$ cat src/rtl/soat_instr_encoder_if.sv
// Field-set stream in, instruction-memory write port and session status out.
// The encoder takes the slave modport and the loader or bench takes the master modport.
interface soat_instr_encoder_if #(parameter int AW = 8);
  logic          start;
  logic [AW-1:0] base_addr;
  logic          finish;
  logic          in_valid;
  logic          in_ready;
  logic [3:0]    opcode;
  logic [2:0]    funct;
  logic [2:0]    rs;
  logic [2:0]    rt;
  logic [2:0]    rd;
  logic [5:0]    imm;
  logic [11:0]   target;
  logic          imem_we;
  logic [AW-1:0] imem_addr;
  logic [15:0]   imem_wdata;
  logic [AW:0]   word_count;
  logic          full;
  logic          busy;
  logic          err_illegal;

  modport master (
    output start, base_addr, finish, in_valid, opcode, funct, rs, rt, rd, imm, target,
    input  in_ready, imem_we, imem_addr, imem_wdata, word_count, full, busy, err_illegal
  );

  modport slave (
    input  start, base_addr, finish, in_valid, opcode, funct, rs, rt, rd, imm, target,
    output in_ready, imem_we, imem_addr, imem_wdata, word_count, full, busy, err_illegal
  );
endinterface

$ cat src/rtl/soat_instr_encoder.sv
// Packs SOAT field sets into 16-bit words and writes them sequentially to instruction memory.
// Define ENC_CHECK_EN to drop illegal field sets with an err_illegal pulse instead of writing them.
//
//   state  | meaning
//   IDLE   | after reset, no session yet
//   RUN    | session open, accepting field sets and writing words
//   DONE   | session closed, outputs held until the next start
module soat_instr_encoder #(
  parameter int AW    = 8,
  parameter int DEPTH = 256
) (
  input logic                  clk,
  input logic                  rst_n,
  soat_instr_encoder_if.slave  enc
);

  typedef enum logic [1:0] {S_IDLE, S_RUN, S_DONE} state_t;

  localparam logic [AW:0] DEPTH_W = DEPTH[AW:0];

  state_t        state_q, state_d;
  logic [AW-1:0] wr_ptr_q, wr_ptr_d;
  logic [AW-1:0] addr_q, addr_d;
  logic [15:0]   wdata_q, wdata_d;
  logic [AW:0]   cnt_q, cnt_d;
  logic          we_q, we_d;
  logic          err_q, err_d;
  logic          fin_q, fin_d;

  logic [15:0]   word;
  logic          illegal;
  logic          full;
  logic          in_ready;
  logic          xfer;

  always_comb begin
    word = {enc.opcode, 12'h000};
    case (enc.opcode)
      4'h0, 4'hD:                   word = {enc.opcode, enc.rs, enc.rt, enc.rd, enc.funct};
      4'h1, 4'h2, 4'h3, 4'h4, 4'h5,
      4'h6, 4'h7, 4'h8, 4'h9:       word = {enc.opcode, enc.rs, enc.rt, enc.imm};
      4'hA, 4'hB:                   word = {enc.opcode, enc.target};
      4'hC:                         word = {enc.opcode, enc.rs, 9'b0};
      default:                      word = {enc.opcode, 12'h000};
    endcase
  end

`ifdef ENC_CHECK_EN
  assign illegal = (enc.opcode == 4'hE) || (enc.opcode == 4'hF) ||
                   ((enc.opcode == 4'hD) && (enc.funct >= 3'd3)) ||
                   ((enc.opcode == 4'hC) && ((enc.rt | enc.rd) != 3'd0));
`else
  assign illegal = 1'b0;
`endif

  assign full     = (cnt_q == DEPTH_W);
  assign in_ready = (state_q == S_RUN) && !full && !fin_q;
  assign xfer     = enc.in_valid && in_ready;

  always_comb begin
    state_d  = state_q;
    wr_ptr_d = wr_ptr_q;
    addr_d   = addr_q;
    wdata_d  = wdata_q;
    cnt_d    = cnt_q;
    we_d     = 1'b0;
    err_d    = 1'b0;
    fin_d    = fin_q;
    case (state_q)
      S_IDLE, S_DONE: begin
        if (enc.start) begin
          state_d  = S_RUN;
          wr_ptr_d = enc.base_addr;
          cnt_d    = '0;
          fin_d    = 1'b0;
        end
      end
      S_RUN: begin
        if (xfer) begin
          if (illegal) begin
            err_d = 1'b1;
          end else begin
            we_d     = 1'b1;
            addr_d   = wr_ptr_q;
            wdata_d  = word;
            wr_ptr_d = wr_ptr_q + 1'b1;
            cnt_d    = cnt_q + 1'b1;
          end
        end
        if (enc.finish) fin_d = 1'b1;
        // A word written this cycle is already on the bus, so closing now never loses it.
        if ((enc.finish || fin_q) && !xfer) state_d = S_DONE;
      end
      default: state_d = S_IDLE;
    endcase
  end

  always_ff @(posedge clk or negedge rst_n) begin
    if (!rst_n) begin
      state_q  <= S_IDLE;
      wr_ptr_q <= '0;
      addr_q   <= '0;
      wdata_q  <= '0;
      cnt_q    <= '0;
      we_q     <= 1'b0;
      err_q    <= 1'b0;
      fin_q    <= 1'b0;
    end else begin
      state_q  <= state_d;
      wr_ptr_q <= wr_ptr_d;
      addr_q   <= addr_d;
      wdata_q  <= wdata_d;
      cnt_q    <= cnt_d;
      we_q     <= we_d;
      err_q    <= err_d;
      fin_q    <= fin_d;
    end
  end

  assign enc.in_ready    = in_ready;
  assign enc.imem_we     = we_q;
  assign enc.imem_addr   = addr_q;
  assign enc.imem_wdata  = wdata_q;
  assign enc.word_count  = cnt_q;
  assign enc.full        = full;
  assign enc.busy        = (state_q == S_RUN);
  assign enc.err_illegal = err_q;

endmodule
$ cat src/flat_wrapper.sv
// flat-port wrapper written by rule: the top's interface ports become plain ports
module soat_instr_encoder_flat 
#(
  parameter int AW    = 8,
  parameter int DEPTH = 256
)
  (clk, rst_n, enc_start, enc_base_addr, enc_finish, enc_in_valid, enc_opcode, enc_funct, enc_rs, enc_rt, enc_rd, enc_imm, enc_target, enc_in_ready, enc_imem_we, enc_imem_addr, enc_imem_wdata, enc_word_count, enc_full, enc_busy, enc_err_illegal);
  soat_instr_encoder_if #(.AW(AW)) enc_i ();
  input logic clk;
  input logic rst_n;
  input wire logic [$bits(enc_i.start)-1:0] enc_start;
  input wire logic [$bits(enc_i.base_addr)-1:0] enc_base_addr;
  input wire logic [$bits(enc_i.finish)-1:0] enc_finish;
  input wire logic [$bits(enc_i.in_valid)-1:0] enc_in_valid;
  input wire logic [$bits(enc_i.opcode)-1:0] enc_opcode;
  input wire logic [$bits(enc_i.funct)-1:0] enc_funct;
  input wire logic [$bits(enc_i.rs)-1:0] enc_rs;
  input wire logic [$bits(enc_i.rt)-1:0] enc_rt;
  input wire logic [$bits(enc_i.rd)-1:0] enc_rd;
  input wire logic [$bits(enc_i.imm)-1:0] enc_imm;
  input wire logic [$bits(enc_i.target)-1:0] enc_target;
  output wire logic [$bits(enc_i.in_ready)-1:0] enc_in_ready;
  output wire logic [$bits(enc_i.imem_we)-1:0] enc_imem_we;
  output wire logic [$bits(enc_i.imem_addr)-1:0] enc_imem_addr;
  output wire logic [$bits(enc_i.imem_wdata)-1:0] enc_imem_wdata;
  output wire logic [$bits(enc_i.word_count)-1:0] enc_word_count;
  output wire logic [$bits(enc_i.full)-1:0] enc_full;
  output wire logic [$bits(enc_i.busy)-1:0] enc_busy;
  output wire logic [$bits(enc_i.err_illegal)-1:0] enc_err_illegal;
  assign enc_i.start = enc_start;
  assign enc_i.base_addr = enc_base_addr;
  assign enc_i.finish = enc_finish;
  assign enc_i.in_valid = enc_in_valid;
  assign enc_i.opcode = enc_opcode;
  assign enc_i.funct = enc_funct;
  assign enc_i.rs = enc_rs;
  assign enc_i.rt = enc_rt;
  assign enc_i.rd = enc_rd;
  assign enc_i.imm = enc_imm;
  assign enc_i.target = enc_target;
  assign enc_in_ready = enc_i.in_ready;
  assign enc_imem_we = enc_i.imem_we;
  assign enc_imem_addr = enc_i.imem_addr;
  assign enc_imem_wdata = enc_i.imem_wdata;
  assign enc_word_count = enc_i.word_count;
  assign enc_full = enc_i.full;
  assign enc_busy = enc_i.busy;
  assign enc_err_illegal = enc_i.err_illegal;
  soat_instr_encoder #(.AW(AW), .DEPTH(DEPTH)) u_core (.clk(clk), .rst_n(rst_n), .enc(enc_i));
endmodule
$ cat config.mk
export PLATFORM = sky130hd
export DESIGN_NAME = soat_instr_encoder_flat
export DESIGN_NICKNAME = d
export VERILOG_FILES = /design/src/rtl/soat_instr_encoder_if.sv /design/src/rtl/soat_instr_encoder.sv /design/src/flat_wrapper.sv
export SDC_FILE = /design/constraint.sdc
export NUM_CORES = 1
export LEC_CHECK = 0
export CORE_MARGIN = 1
export CORE_UTILIZATION = 45
export DETAILED_ROUTE_END_ITERATION = 8
export PLACE_DENSITY = 0.92
export SYNTH_ARGS = -nofsm -noshare
export SYNTH_HDL_FRONTEND = slang
export SYNTH_SLANG_ARGS = --single-unit
$ cat constraint.sdc
create_clock -name clk -period 2 [get_ports clk]
set_input_delay 0.3 -clock clk [delete_from_list [all_inputs] [get_ports clk]]
set_output_delay 0.3 -clock clk [all_outputs]
set_load 0.02 [all_outputs]
==> impl_metrics.ini, run 1 <==
[layout]
final_cells = 443
design_area_sq_um = 3510
fin_util = 0.6916
num_antenna_cells = 0
drive_gt1_frac = 0.1072
nets = 422
area_delta_synth_final_pct = 48.02

[synth]
synth_cell_types = 47
yosysSeqAreaShare = 0.4749
async_reset_ff_frac = 1.000
synth_seq_cells = 45
synth_area_sq_um = 2371
synth.avg_cell_area_sq_um = 8.685
ys_warn_count = 0
synthFlopType = dfrtp_1
synth_nets = 323
synth_edf_count = 0
netlist_instances = 273

[sta]
hold_viol_final = 0
min_period_ns = 1.874
slew_headroom = 0.6248
fin_setup_tns_ns = 0
period_share = 0.9371
max_slew.worst_pin.slew_ns = 0.5627
setup_viol_count_final = 0
max_freq_ghz = 0.5335
fin_skew_ns = 0.01606
drv_slew = 0
rsz0062_at_grt = no
timing.hold.ws_ns = 0.06206
worst_slack_ns = 0.1257

[drt]
postRouteAntennaNets = 0
first_pass_iters = 5
wl_per_cell_um = 14.13
totalWireLength_um = 6260
drc_errors = 0
drtIter0Drc = 243
vias_per_cell = 5.540
vias = 2454

[clocking]
clk_pin_slew_worst_paths_ns = 0.10
numCtsBuffers = 5
cts_hold_buf = 0
htree_levels = 2
clk_latency_ns = 0.30
cts_tree = yes
clkSinkCount = 45
cts.path.max_buffers = 2
cts-root-buf = clkbuf_8

[floorplan]
core_sq_um = 5075
die_area_sq_um = 5563
chipWidth_um = 74.59
rows = 26
start_util = 0.4672
die_y_um = 74.59
ios = 85

[grt]
gr-total-overflow = 0
grt_start_max_net_pins = 46
track_usage = 0.2442
antenna_found_initial = 0
grt_pass1_wl_um = 10420
grt_pass1_vias = 2395

[worst_setup_path]
rr_worst_depth = 7
crit_path_start_kind = flip-flop
critical_path_class = flip-flop to primary output
end_kind = primary output
worst_ep_arrival_time_ns = 1.57
critical_path_required_ns = 1.70
cp_max_fo = 3

[pwr]
pwr-share-seq = 0.345
p_per_area_nw_per_um2 = 1285
ir_drop_mv = 0.5923
switchingPower_mw = 1.873
p_leak_nw = 1.574
power_mw = 4.509
p_int_mw = 2.637
switching_share = 0.4153
clkPwrFrac = 0.128
pwr-share-comb = 0.527

[placement]
pre_cts_ws_ns = -0.01526
gp_congestion = 0.8476
dpl-instance-area_sq_um = 3401
dp_hpwl_um = 4663
io_buffers = 83
placed_cells = 435

[hold_path]
hold_path.class = input pin to async pin

[outcome]
status = completed

[run]
max_cap_violations = 0
## cells in the final DEF, fill, tap and decap left out, types with 3 or more instances in the layout
cell / n
nor3b_1: 3
inv_1: 6
nor2_1: 13
o21ai_0: 31
a31oi_1: 5
nand3_1: 16
clkdlybuf4s50_1: 79
dfrtp_1: 45
buf_4: 25
nand4_1: 3
a21oi_1: 22
and3_1: 3
a22oi_1: 10
nor2b_1: 7
nand2_1: 53
ha_1: 3
clkbuf_8: 5
## power by group through the flow
stage	registers [mW]	logic [mW]	clock network, mW
after floorplan	1.89	0.916	0
after global placement	1.55	2.28	0
after detailed placement	1.56	2.36	0
after CTS	1.55	2.37	0.588
after global routing	1.61	2.61	0.616
final	1.56	2.38	0.579
## path summary, 6_finish.rpt
kind	startpoint	end	slack [ns]
min reg2reg	u_core.enc.imem_wdata[3]	u_core.enc.imem_wdata[3]	0.48
min in group clk	u_core.enc.imem_wdata[3]	u_core.enc.imem_wdata[3]	0.48
max in group asynchronous	rst_n	u_core.enc.imem_wdata[7]	1.54
min	rst_n	u_core.enc.word_count[7]	0.06
max reg2reg	u_core.enc.word_count[1]	u_core.wr_ptr_q[6]	0.19
max	u_core.enc.word_count[1]	enc_full	0.13
## cell families after synthesis
kind of cell,after synthesis,share of synthesized area
other,1,0.001582
multiplexers,1,0.004222
adder cells (fa/ha/maj),3,0.01583
flip-flops,45,0.4749
buffers and inverters,24,0.04644
AO/OA/AOI/OAI,86,0.2185
AND/OR/NAND/NOR,113,0.2385
## Yosys cell counts, drive strengths merged, types with 3 or more instances
master / n / area, sq um
a21oi: 22 / 110.1
a22oi: 10 / 75.07
a31oi: 5 / 31.28
and3: 3 / 18.77
buf: 7 / 46.29
clkbuf: 10 / 37.54
dfrtp: 45 / 1126
ha: 3 / 37.54
inv: 6 / 22.52
nand2: 53 / 198.9
nand3: 16 / 80.08
nand4: 3 / 18.77
nor2: 14 / 55.06
nor2b: 7 / 43.79
nor3b: 3 / 22.52
o21ai: 31 / 155.2
## layout make-up
cell class,count,area (sq um)
fill,408,1565
sequential,45,1126
multi-input combinational,204,1154
timing repair buffer,109,1026
clock buffer,5,68.82
tap,70,87.58
inverter,7,26.28
clock inverter,3,21.27
## worst max-delay path, cell delays in order (launching register included)
cell and delay, ns:
dfrtp_1 0.38, inv_1 0.07, ha_1 0.14, and4bb_1 0.25, and2_1 0.14, clkdlybuf4s15_1 0.30
## what timing repair did
action,CTS,global route
setup endpoints to repair,2,5
endpoints found under the hold margin,0,0
resized for setup,3,7
buffers inserted,0,0
## registers in the layout, summed over array words and instances (netlist names)
signal,flops
u_core.enc.imem_we,1
u_core.enc.imem_addr,8
u_core.wr_ptr_q,8
u_core.enc.imem_wdata,16
u_core.enc.word_count,9
u_core.state_q,2
u_core.fin_q,1
## routing by layer
metal / GRT usage / up-vias / routed length (um)
met2: 0.4274 / 100 / 3120
met5: 0 / - / 0
li1: - / 1169 / -
met3: 0.06911 / 7 / 533
met1: 0.2957 / 1178 / 2541
met4: 0.06289 / 0 / 65
Note: power is estimated with default switching activity, not from simulation.
==> run 2: changes to the inputs <==
Settings changed: CAP_MARGIN set to 20.
==> results of run 2 <==
Same layout as run 1: the final DEF is identical, and so are final timing and power.
==> run 3: changes to the inputs <==
Settings changed: CTS_CLUSTER_SIZE set to 24.
==> results of run 3 <==
Same layout as run 1: the final DEF is identical, and so are final timing and power.
